### config.mk
export PLATFORM = sky130hd
export DESIGN_NAME = div_unit
export DESIGN_NICKNAME = d
export VERILOG_FILES = /design/src/rtl/div_unit.sv
export SDC_FILE = /design/constraint.sdc
export NUM_CORES = 1
export LEC_CHECK = 0
export BUFFER_PORTS_ARGS = -buffer_cell sky130_fd_sc_hd__buf_2
export CORE_MARGIN = 4
export CORE_UTILIZATION = 53
export CTS_BUF_LIST = sky130_fd_sc_hd__clkbuf_4 sky130_fd_sc_hd__clkbuf_8
export DETAILED_ROUTE_END_ITERATION = 7
export GPL_TIMING_DRIVEN = 0
export PLACE_DENSITY_LB_ADDON = 0.12
export SYNTH_ARGS = -nofsm -noshare
export SYNTH_HDL_FRONTEND = slang
export SYNTH_SLANG_ARGS = --single-unit
### constraint.sdc
create_clock -name clk -period 15.3 [get_ports clk]
set_input_delay 0.765 -clock clk [delete_from_list [all_inputs] [get_ports clk]]
set_output_delay 0.765 -clock clk [all_outputs]
set_load 0.005 [all_outputs]
### src/rtl/div_unit.sv
// div_unit: multi-cycle restoring radix-2 divider for MIPS DIV/DIVU in EX.
// Produces {remainder, quotient}, stalls EX while busy and obeys pipeline flush.
module div_unit #(
    parameter int DATA_W = 32
) (
    input  logic                  clk,
    input  logic                  rst,
    input  logic                  flush_i,
    input  logic                  start_i,
    input  logic                  signed_i,
    input  logic [DATA_W-1:0]     opdata1_i,
    input  logic [DATA_W-1:0]     opdata2_i,
    output logic [2*DATA_W-1:0]   result_o,
    output logic                  ready_o,
    output logic                  stallreq_o
);

    localparam int CNT_W = $clog2(DATA_W);
    localparam logic [CNT_W-1:0] CNT_LAST = CNT_W'(DATA_W - 1);

    typedef enum logic [1:0] {
        ST_FREE,
        ST_BYZERO,
        ST_ON,
        ST_END
    } state_t;

    // Two's-complement negation.
    function automatic logic [DATA_W-1:0] negate(input logic [DATA_W-1:0] x);
        return ~x + DATA_W'(1);
    endfunction

    // Unsigned magnitude of an operand; only signed operations fold the sign.
    function automatic logic [DATA_W-1:0] magnitude(input logic signed [DATA_W-1:0] x,
                                                    input logic is_signed);
        return (is_signed && x[DATA_W-1]) ? negate(x) : x;
    endfunction

    state_t                 state_q, state_d;
    logic [CNT_W-1:0]       cnt_q, cnt_d;
    // Partial register {rem, quo}; the remainder never exceeds the divisor
    // between steps, so the extra shifted-out bit lives only in part_sh.
    logic [2*DATA_W-1:0]    part_q, part_d;
    logic [DATA_W-1:0]      dvsr_q, dvsr_d;
    logic                   neg_quo_q, neg_quo_d;
    logic                   neg_rem_q, neg_rem_d;
    logic [2*DATA_W-1:0]    res_q, res_d;
    logic                   ready_q, ready_d;
    logic [2*DATA_W-1:0]    result_q, result_d;

    logic [2*DATA_W:0]      part_sh;
    logic                   trial_ge;
    logic [DATA_W-1:0]      trial_diff;
    logic [2*DATA_W-1:0]    part_step;
    logic [DATA_W-1:0]      quo_fix;
    logic [DATA_W-1:0]      rem_fix;

    // One restoring step: shift, trial-subtract the divisor from the upper bits.
    always_comb begin
        part_sh    = {part_q, 1'b0};
        trial_ge   = (part_sh[2*DATA_W:DATA_W] >= {1'b0, dvsr_q});
        trial_diff = part_sh[DATA_W-1+DATA_W:DATA_W] - dvsr_q;
        part_step  = trial_ge ? {trial_diff, part_sh[DATA_W-1:1], 1'b1}
                              : part_sh[2*DATA_W-1:0];
        quo_fix    = neg_quo_q ? negate(part_step[DATA_W-1:0]) : part_step[DATA_W-1:0];
        rem_fix    = neg_rem_q ? negate(part_step[2*DATA_W-1:DATA_W])
                               : part_step[2*DATA_W-1:DATA_W];
    end

    // Next-state and next-register computation for the divider FSM.
    always_comb begin
        state_d   = state_q;
        cnt_d     = cnt_q;
        part_d    = part_q;
        dvsr_d    = dvsr_q;
        neg_quo_d = neg_quo_q;
        neg_rem_d = neg_rem_q;
        res_d     = res_q;
        ready_d   = 1'b0;
        result_d  = '0;

        if (flush_i) begin
            state_d = ST_FREE;
            cnt_d   = '0;
        end else begin
            case (state_q)
                ST_FREE: begin
                    if (start_i) begin
                        if (opdata2_i == '0) begin
                            state_d = ST_BYZERO;
                        end else begin
                            state_d   = ST_ON;
                            cnt_d     = '0;
                            part_d    = {{DATA_W{1'b0}}, magnitude(opdata1_i, signed_i)};
                            dvsr_d    = magnitude(opdata2_i, signed_i);
                            neg_quo_d = signed_i & (opdata1_i[DATA_W-1] ^ opdata2_i[DATA_W-1]);
                            neg_rem_d = signed_i & opdata1_i[DATA_W-1];
                        end
                    end
                end
                ST_BYZERO: begin
                    // A dropped start means EX annulled the instruction.
                    if (!start_i) begin
                        state_d = ST_FREE;
                    end else begin
                        state_d = ST_END;
                        res_d   = '0;
                    end
                end
                ST_ON: begin
                    if (!start_i) begin
                        state_d = ST_FREE;
                        cnt_d   = '0;
                    end else begin
                        part_d = part_step;
                        cnt_d  = cnt_q + CNT_W'(1);
                        if (cnt_q == CNT_LAST) begin
                            state_d = ST_END;
                            res_d   = {rem_fix, quo_fix};
                        end
                    end
                end
                ST_END: begin
                    // Hold the result while EX is still stalled on this op.
                    if (start_i) begin
                        ready_d  = 1'b1;
                        result_d = res_q;
                    end else begin
                        state_d = ST_FREE;
                    end
                end
                default: begin
                    state_d = ST_FREE;
                end
            endcase
        end
    end

    // State and datapath registers, all cleared by async reset.
    always_ff @(posedge clk or posedge rst) begin
        if (rst) begin
            state_q   <= ST_FREE;
            cnt_q     <= '0;
            part_q    <= '0;
            dvsr_q    <= '0;
            neg_quo_q <= 1'b0;
            neg_rem_q <= 1'b0;
            res_q     <= '0;
            ready_q   <= 1'b0;
            result_q  <= '0;
        end else begin
            state_q   <= state_d;
            cnt_q     <= cnt_d;
            part_q    <= part_d;
            dvsr_q    <= dvsr_d;
            neg_quo_q <= neg_quo_d;
            neg_rem_q <= neg_rem_d;
            res_q     <= res_d;
            ready_q   <= ready_d;
            result_q  <= result_d;
        end
    end

    assign result_o   = result_q;
    assign ready_o    = ready_q;
    assign stallreq_o = start_i & ~ready_q & ~flush_i;

endmodule

==> impl_metrics.ini, run 1 <==
[placed_design]
globalplace.congestion = 0.952
portBuffers = 134
dpl_wire_length_um = 30300
place_ws_ns = 9.55

[clocking]
clock_insertion_delay_worst_skew_ns = 0.56
postCtsHoldBufs = 0
clk_pin_slew_worst_paths_ns = 0.06
cts-root-buf = clkbuf_8
htree_levels = 2
cts_sinks = 234
tritoncts = done
post_cts.repair.setup_buffers = 0
cts_repair_resize_count = 0
cts_max_path_buffers = 3
cts-buffers-inserted = 39

[logic_synthesis]
postSynth.topFlopCell = dfrtp_1
synth-edff-count = 0
postSynth.asyncResetShare_pct = 100
synthDistinctLibCells = 76
synth_sequential_area_ratio_pct = 41.7
synth.top_cell.area_share_pct = 41.7
syn_area_per_cell_sq_um = 8.60
syn-num-nets = 1744
warnings_from_yosys = 0
synth.ff_latch_count = 234
synth_largest_area_cell = dfrtp_1
synthesis.area_sq_um = 14000
post_synthesis_cells = 1631
synth_top_cells_by_area = dfrtp_1, o21ai_0, nand2_1
ys_top_cells_by_count = dfrtp_1, nand2_1, o21ai_0

[detailed_routing]
totalWireLength_um = 39100
uppermost_layer_routed = met4
final_antenna_net_count = 0
drt_drc_violations_left = 0
wl_per_cell_um = 18.0
wl_met2_um = 16100
routed-wl-met3_um = 3080
met1Wirelength_um = 18900
dr.first_iter.drc_count = 1152
drt-vias-per-instance = 5.79
dr.pass1.iters = 5
via_count = 12549

[power]
power-per-cell-area_nw_per_um2 = 159
report.power.total_mw = 2.55
static-leakage-power_nw = 7.55
irDropWorstVdd_mv = 0.0768

[job]
maxCapViolations = 0

[sta]
post-route-worst-setup-slack_ns = 9.38
transition_time_of_the_tightest_slew_check_pin_ns = 1.19
skew_ns = 0.0270
finalCriticalPeriod_ns = 5.92
timing.fmax_mhz = 169
report.final.setup_viol = 0
rsz0062_at_grt = no
final.hold.worst_slack_ns = 0.403
slew_violations = 0
timing.final.crit_share_pct = 38.7
final.setup.tns_ns = 0
max_slew_margin_pct = 20.1
hold_violations = 0

[cells_and_area]
n_fill_cell = 2358
multi_input_area_sq_um = 7580
nNetsFinal = 1920
final_core_utilization_pct = 61.3
area_growth_pct = 13.8
final-seq-area_sq_um = 5860
layout-drive-gt1-share_pct = 13.1

[worst_setup_path]
worst-endpoint-arrival_ns = 6.34
crit_buf_inv = 4
critPathSlowestCell = buf_1
critical_path_endpoint_category = register
worstSetupPathType = register to register
worst_setup_path_startpoint = part_q[39]
cp_common_cell = ha_1
worst_r2r_src = part_q[39]
worst_ep_required_time_ns = 15.71
timing.critical_path.slowest_cell_delay_ns = 0.52
critical_path.top_delay_family = simple AND/OR/NAND/NOR gates
cell_chain_critical_path = ha_1 -> buf_6 -> a21o_1 -> a41oi_1 -> and3_1 -> a211oi_1 -> or2_1 -> inv_1 -> clkbuf_1 -> buf_1 -> mux2i_1 -> ha_1 -> nand2_1 -> or3b_2 -> nor3_1 -> o2111ai_4 -> o41ai_2 -> xor2_1 -> o21ai_1
timing.critical_path.fanout_max = 10
critical_path.startpoint_type = register

[grt]
grt_first_pass_wirelength_um = 62700
grt_overflow_total = 0
first_global_vias = 11719
grt_start_max_net_pins = 124
initial_antenna_violation_count = 1
track_usage_pct = 26.8

[worst_hold_path]
worst_hold_path_type = primary input to asynchronous set/reset pin

[floorplan]
rows = 59
coreArea_sq_um = 26100
fp.dieH_um = 171
initial_utilization_pct = 53.9
die_width_um = 171
io-pin-count = 135
die_area_sq_um = 29100

[run_status]
outcome = completed
==> power by group <==
part | switching, mW | total, mW | internal [mW]
clock | 0.251 | 0.574 | 0.323
combinational | 0.710 | 1.08 | 0.368
sequential | 0.120 | 0.895 | 0.775
==> registers in the layout, summed over array words and instances (netlist names) <==
| name | count |
|---|---|
| cnt_q | 5 |
| dvsr_q | 32 |
| neg_quo_q | 1 |
| neg_rem_q | 1 |
| part_q | 64 |
| ready_o | 1 |
| res_q | 64 |
| result_o | 64 |
| state_q | 2 |
==> layout make-up <==
| cell class | count | share of cell area, % |
|---|---|---|
| clock buffers | 58 | 4.57 |
| repair buffers | 135 | 4.37 |
| multi-input cells | 1244 | 47.5 |
| plain buffers | 94 | 2.34 |
| well taps | 335 | 2.62 |
| inverters | 59 | 1.43 |
| diodes | 1 | 0.0157 |
| clock inverters | 7 | 0.517 |
| flip-flops and latches | 234 | 36.7 |
==> cells in the final DEF, fill, tap and decap left out, types with 4 or more instances in the layout <==
cell type / n
o21a_1: 6
nand3_1: 20
nand4_1: 14
buf_2: 142
nand3b_1: 4
dfrtp_1: 234
clkbuf_8: 47
mux2i_1: 23
a21o_1: 14
o21bai_1: 4
and2_1: 16
a211oi_2: 4
o211ai_1: 5
nor2_1: 94
o41ai_1: 12
a21oi_1: 104
a22o_1: 8
clkbuf_1: 75
and3_1: 74
xnor2_1: 61
xor2_1: 72
nor3_1: 40
nand2b_1: 7
o21ai_1: 16
or2_2: 6
nor4_1: 15
a211oi_1: 10
buf_1: 9
or4_1: 10
nor2b_1: 10
a31oi_1: 8
o31ai_1: 29
ha_1: 43
mux2_2: 4
or3_1: 21
clkbuf_4: 11
inv_1: 58
nand2_1: 234
o21ai_0: 197
==> path summary, 6_finish.rpt <==
| kind | end | slack [ns] | depth (start not counted) |
|---|---|---|---|
| min in group clk | res_q[38] | 0.47 | 2 |
| max | res_q[62] | 9.38 | 19 |
| max reg2reg | res_q[62] | 9.38 | 19 |
| max in group asynchronous | part_q[29] | 13.83 | 3 |
| min | ready_o | 0.40 | 2 |
| min reg2reg | res_q[38] | 0.47 | 2 |
==> logic make-up after synthesis <==
| group | Yosys count | share of synthesized area (%) |
|---|---|---|
| AO/OA/AOI/OAI | 465 | 20.2 |
| XOR/XNOR | 133 | 8.30 |
| adder cells (fa/ha/maj) | 44 | 3.98 |
| buffers and inverters | 153 | 4.24 |
| flip-flops | 234 | 41.7 |
| multiplexers | 27 | 1.96 |
| AND/OR/NAND/NOR | 575 | 19.6 |
==> stage by stage <==
step | instance area [sq um] | instances
3_3_place_gp | 15100 | 2100
5_1_grt | 16000 | 2167
2_1_floorplan | 14000 | 1631
4_1_cts | 16000 | 2166
3_5_place_dp | 15200 | 2101
6_report | 16000 | 2167
==> routing by layer <==
metal | GRT usage (%) | up-vias
met5 | 0 | -
met4 | 7.57 | 0
met3 | 3.56 | 70
met2 | 38.7 | 475
met1 | 42.4 | 5874
li1 | - | 6130
Power figures use the tool's default switching activity.
==> inputs of run 2 (changes only) <==
--- a/config.mk
+++ b/config.mk
@@ -5,6 +5,7 @@
 export SDC_FILE = /design/constraint.sdc
 export NUM_CORES = 1
 export LEC_CHECK = 0
+export ABC_AREA = 1
 export BUFFER_PORTS_ARGS = -buffer_cell sky130_fd_sc_hd__buf_2
 export CORE_MARGIN = 4
 export CORE_UTILIZATION = 53
==> constraint.sdc (replaced) <==
create_clock -name clk -period 6.1 [get_ports clk]
set_input_delay 0.305 -clock clk [delete_from_list [all_inputs] [get_ports clk]]
set_output_delay 0.305 -clock clk [all_outputs]
set_load 0.005 [all_outputs]
==> impl_metrics.ini, run 2 <==
[run_status]
outcome = completed

[detailed_routing]
drt-vias-per-instance = 5.28
drt_drc_violations_left = 0
via_count = 14900
dr.first_iter.drc_count = 1272
wl_per_cell_um = 16.7
dr.pass1.iters = 6
final_antenna_net_count = 0
totalWireLength_um = 47200

[sta]
rsz0062_at_grt = no
max_slew_margin_pct = 40.3
timing.fmax_mhz = 206
timing.final.crit_share_pct = 79.5
transition_time_of_the_tightest_slew_check_pin_ns = 0.893
final.hold.worst_slack_ns = 0.0351
hold_violations = 0
final.setup.tns_ns = 0
post-route-worst-setup-slack_ns = 1.25
slew_violations = 0
report.final.setup_viol = 0
skew_ns = 0.0448
finalCriticalPeriod_ns = 4.85

[worst_setup_path]
worst_ep_required_time_ns = 6.53
critical_path_endpoint_category = register
critical_path.startpoint_type = register
worst_r2r_src = part_q[37]
timing.critical_path.fanout_max = 10
worst-endpoint-arrival_ns = 5.27
worstSetupPathType = register to register
worst_setup_path_startpoint = part_q[37]

[power]
report.power.total_mw = 11.3
static-leakage-power_nw = 9.21
irDropWorstVdd_mv = 0.286
power-per-cell-area_nw_per_um2 = 647

[grt]
track_usage_pct = 30.1
initial_antenna_violation_count = 3
first_global_vias = 14181
grt_overflow_total = 0
grt_first_pass_wirelength_um = 75100
grt_start_max_net_pins = 47

[floorplan]
fp.dieH_um = 178
coreArea_sq_um = 28200
initial_utilization_pct = 54.4
die_width_um = 178
io-pin-count = 135
rows = 61
die_area_sq_um = 31700

[clocking]
cts-buffers-inserted = 41
htree_levels = 2
clk_pin_slew_worst_paths_ns = 0.06
postCtsHoldBufs = 1
post_cts.repair.setup_buffers = 0
tritoncts = done
cts_repair_resize_count = 0
cts-root-buf = clkbuf_8
clock_insertion_delay_worst_skew_ns = 0.58
cts_max_path_buffers = 3
cts_sinks = 234

[logic_synthesis]
warnings_from_yosys = 0
postSynth.asyncResetShare_pct = 100
synthDistinctLibCells = 50
synth-edff-count = 0
syn_area_per_cell_sq_um = 6.87
synth_top_cells_by_area = dfrtp_1, nand2_1, inv_1
yosys.cell_count.top_type = nand2_1
synth.ff_latch_count = 234
post_synthesis_cells = 2229
synth_sequential_area_ratio_pct = 38.2
synth_largest_area_cell = dfrtp_1
synth.top_cell.area_share_pct = 38.2
ys_top_cells_by_count = nand2_1, inv_1, nor2_1
postSynth.topFlopCell = dfrtp_1
synthesis.area_sq_um = 15300
syn-num-nets = 2342

[placed_design]
place_ws_ns = 1.43
dpl-instance-area_sq_um = 16600
dpl_wire_length_um = 38000
portBuffers = 134
place_inst = 2746
globalplace.congestion = 0.945

[cells_and_area]
insertedDiodeCount = 0
most_used_cells_in_the_layout_excluding_fill_and_tap_cells = nand2_1, inv_1, nor2_1, dfrtp_1, o21ai_0
layout_commonest_cell = nand2_1
final_core_utilization_pct = 62.1
final_design_area_no_fill_sq_um = 17500
area_growth_pct = 14.2
nNetsFinal = 2525
stdcell_count = 2821
layout-drive-gt1-share_pct = 12.5

[worst_hold_path]
worst_hold_path_type = primary input to register
holdCritStartpoint = opdata2_i[0]

[job]
maxCapViolations = 0
## run 2: changes by cell type in the layout (fill, tap and decap cells not counted), moves of 26 or more
cell	before	now
nand3_1	20	118
o22ai_1	2	31
a21oi_1	104	67
xnor2_1	61	11
o21ai_0	197	153
nand2_1	234	632
nor2_1	94	251
o31ai_1	29	3
inv_1	58	341
clkbuf_1	75	47
and3_1	74	0
## run 2: layout make-up
cell class	instances	area [sq um]
tap	378	473
clock inverter	14	144
multi-input combinational	1576	7830
inverter	352	1330
sequential	234	5860
fill	2692	10700
clock buffer	60	776
buffer	67	314
timing repair buffer	140	781
## run 2: cells by family after synthesis
| kind of cell | count (synthesis) | share of synthesized area (%) |
|---|---|---|
| buffers and inverters | 419 | 10.7 |
| flip-flops | 234 | 38.2 |
| adder cells (fa/ha/maj) | 44 | 3.64 |
| AND/OR/NAND/NOR | 1140 | 31.6 |
| XOR/XNOR | 72 | 4.12 |
| AO/OA/AOI/OAI | 320 | 11.8 |
## run 2: path summary, 6_finish.rpt
check | cells after the start | end | slack, ns
hold reg to reg | 2 | res_q[56] | 0.48
min in group asynchronous | 3 | res_q[16] | 0.41
hold / removal | 3 | dvsr_q[0] | 0.04
setup reg to reg | 27 | res_q[24] | 1.25
max in group asynchronous | 6 | dvsr_q[22] | 4.48
setup / recovery | 27 | res_q[24] | 1.25
## run 2: layer usage
| layer | vias up | global-route usage, % | part of all wire (%) |
|---|---|---|---|
| met2 | 652 | 44.7 | 42 |
| li1 | 7420 | - | - |
| met3 | 99 | 5.30 | 8.9 |
| met4 | 2 | 10.2 | 3.3 |
| met5 | - | 0 | 0.028 |
| met1 | 6727 | 44.6 | 46 |
## run 2: worst max-delay path, cell delays in order, from the launching register on
cell	delay, ns
dfrtp_1	0.46
ha_1	0.40
nand2_1	0.09
nand2_1	0.11
nand2_1	0.09
nand2_1	0.07
clkinv_1	0.06
nand3_2	0.15
nand2_2	0.13
nand2_4	0.07
a21oi_2	0.31
buf_2	0.31
ha_1	0.22
nand2_1	0.10
nor3_1	0.41
nand2_1	0.18
nor3_2	0.38
nand3_1	0.16
nor2_1	0.17
inv_1	0.08
nor2_1	0.13
inv_1	0.08
nor2_2	0.12
inv_1	0.07
o21ai_1	0.15
nand2_1	0.07
nand2_1	0.06
o22ai_1	0.07
## run 2: report_power, final
part	switching, mW	internal (mW)
clock network	0.692	0.913
logic	5.12	2.19
registers	0.389	2.02
total	6.20	5.13
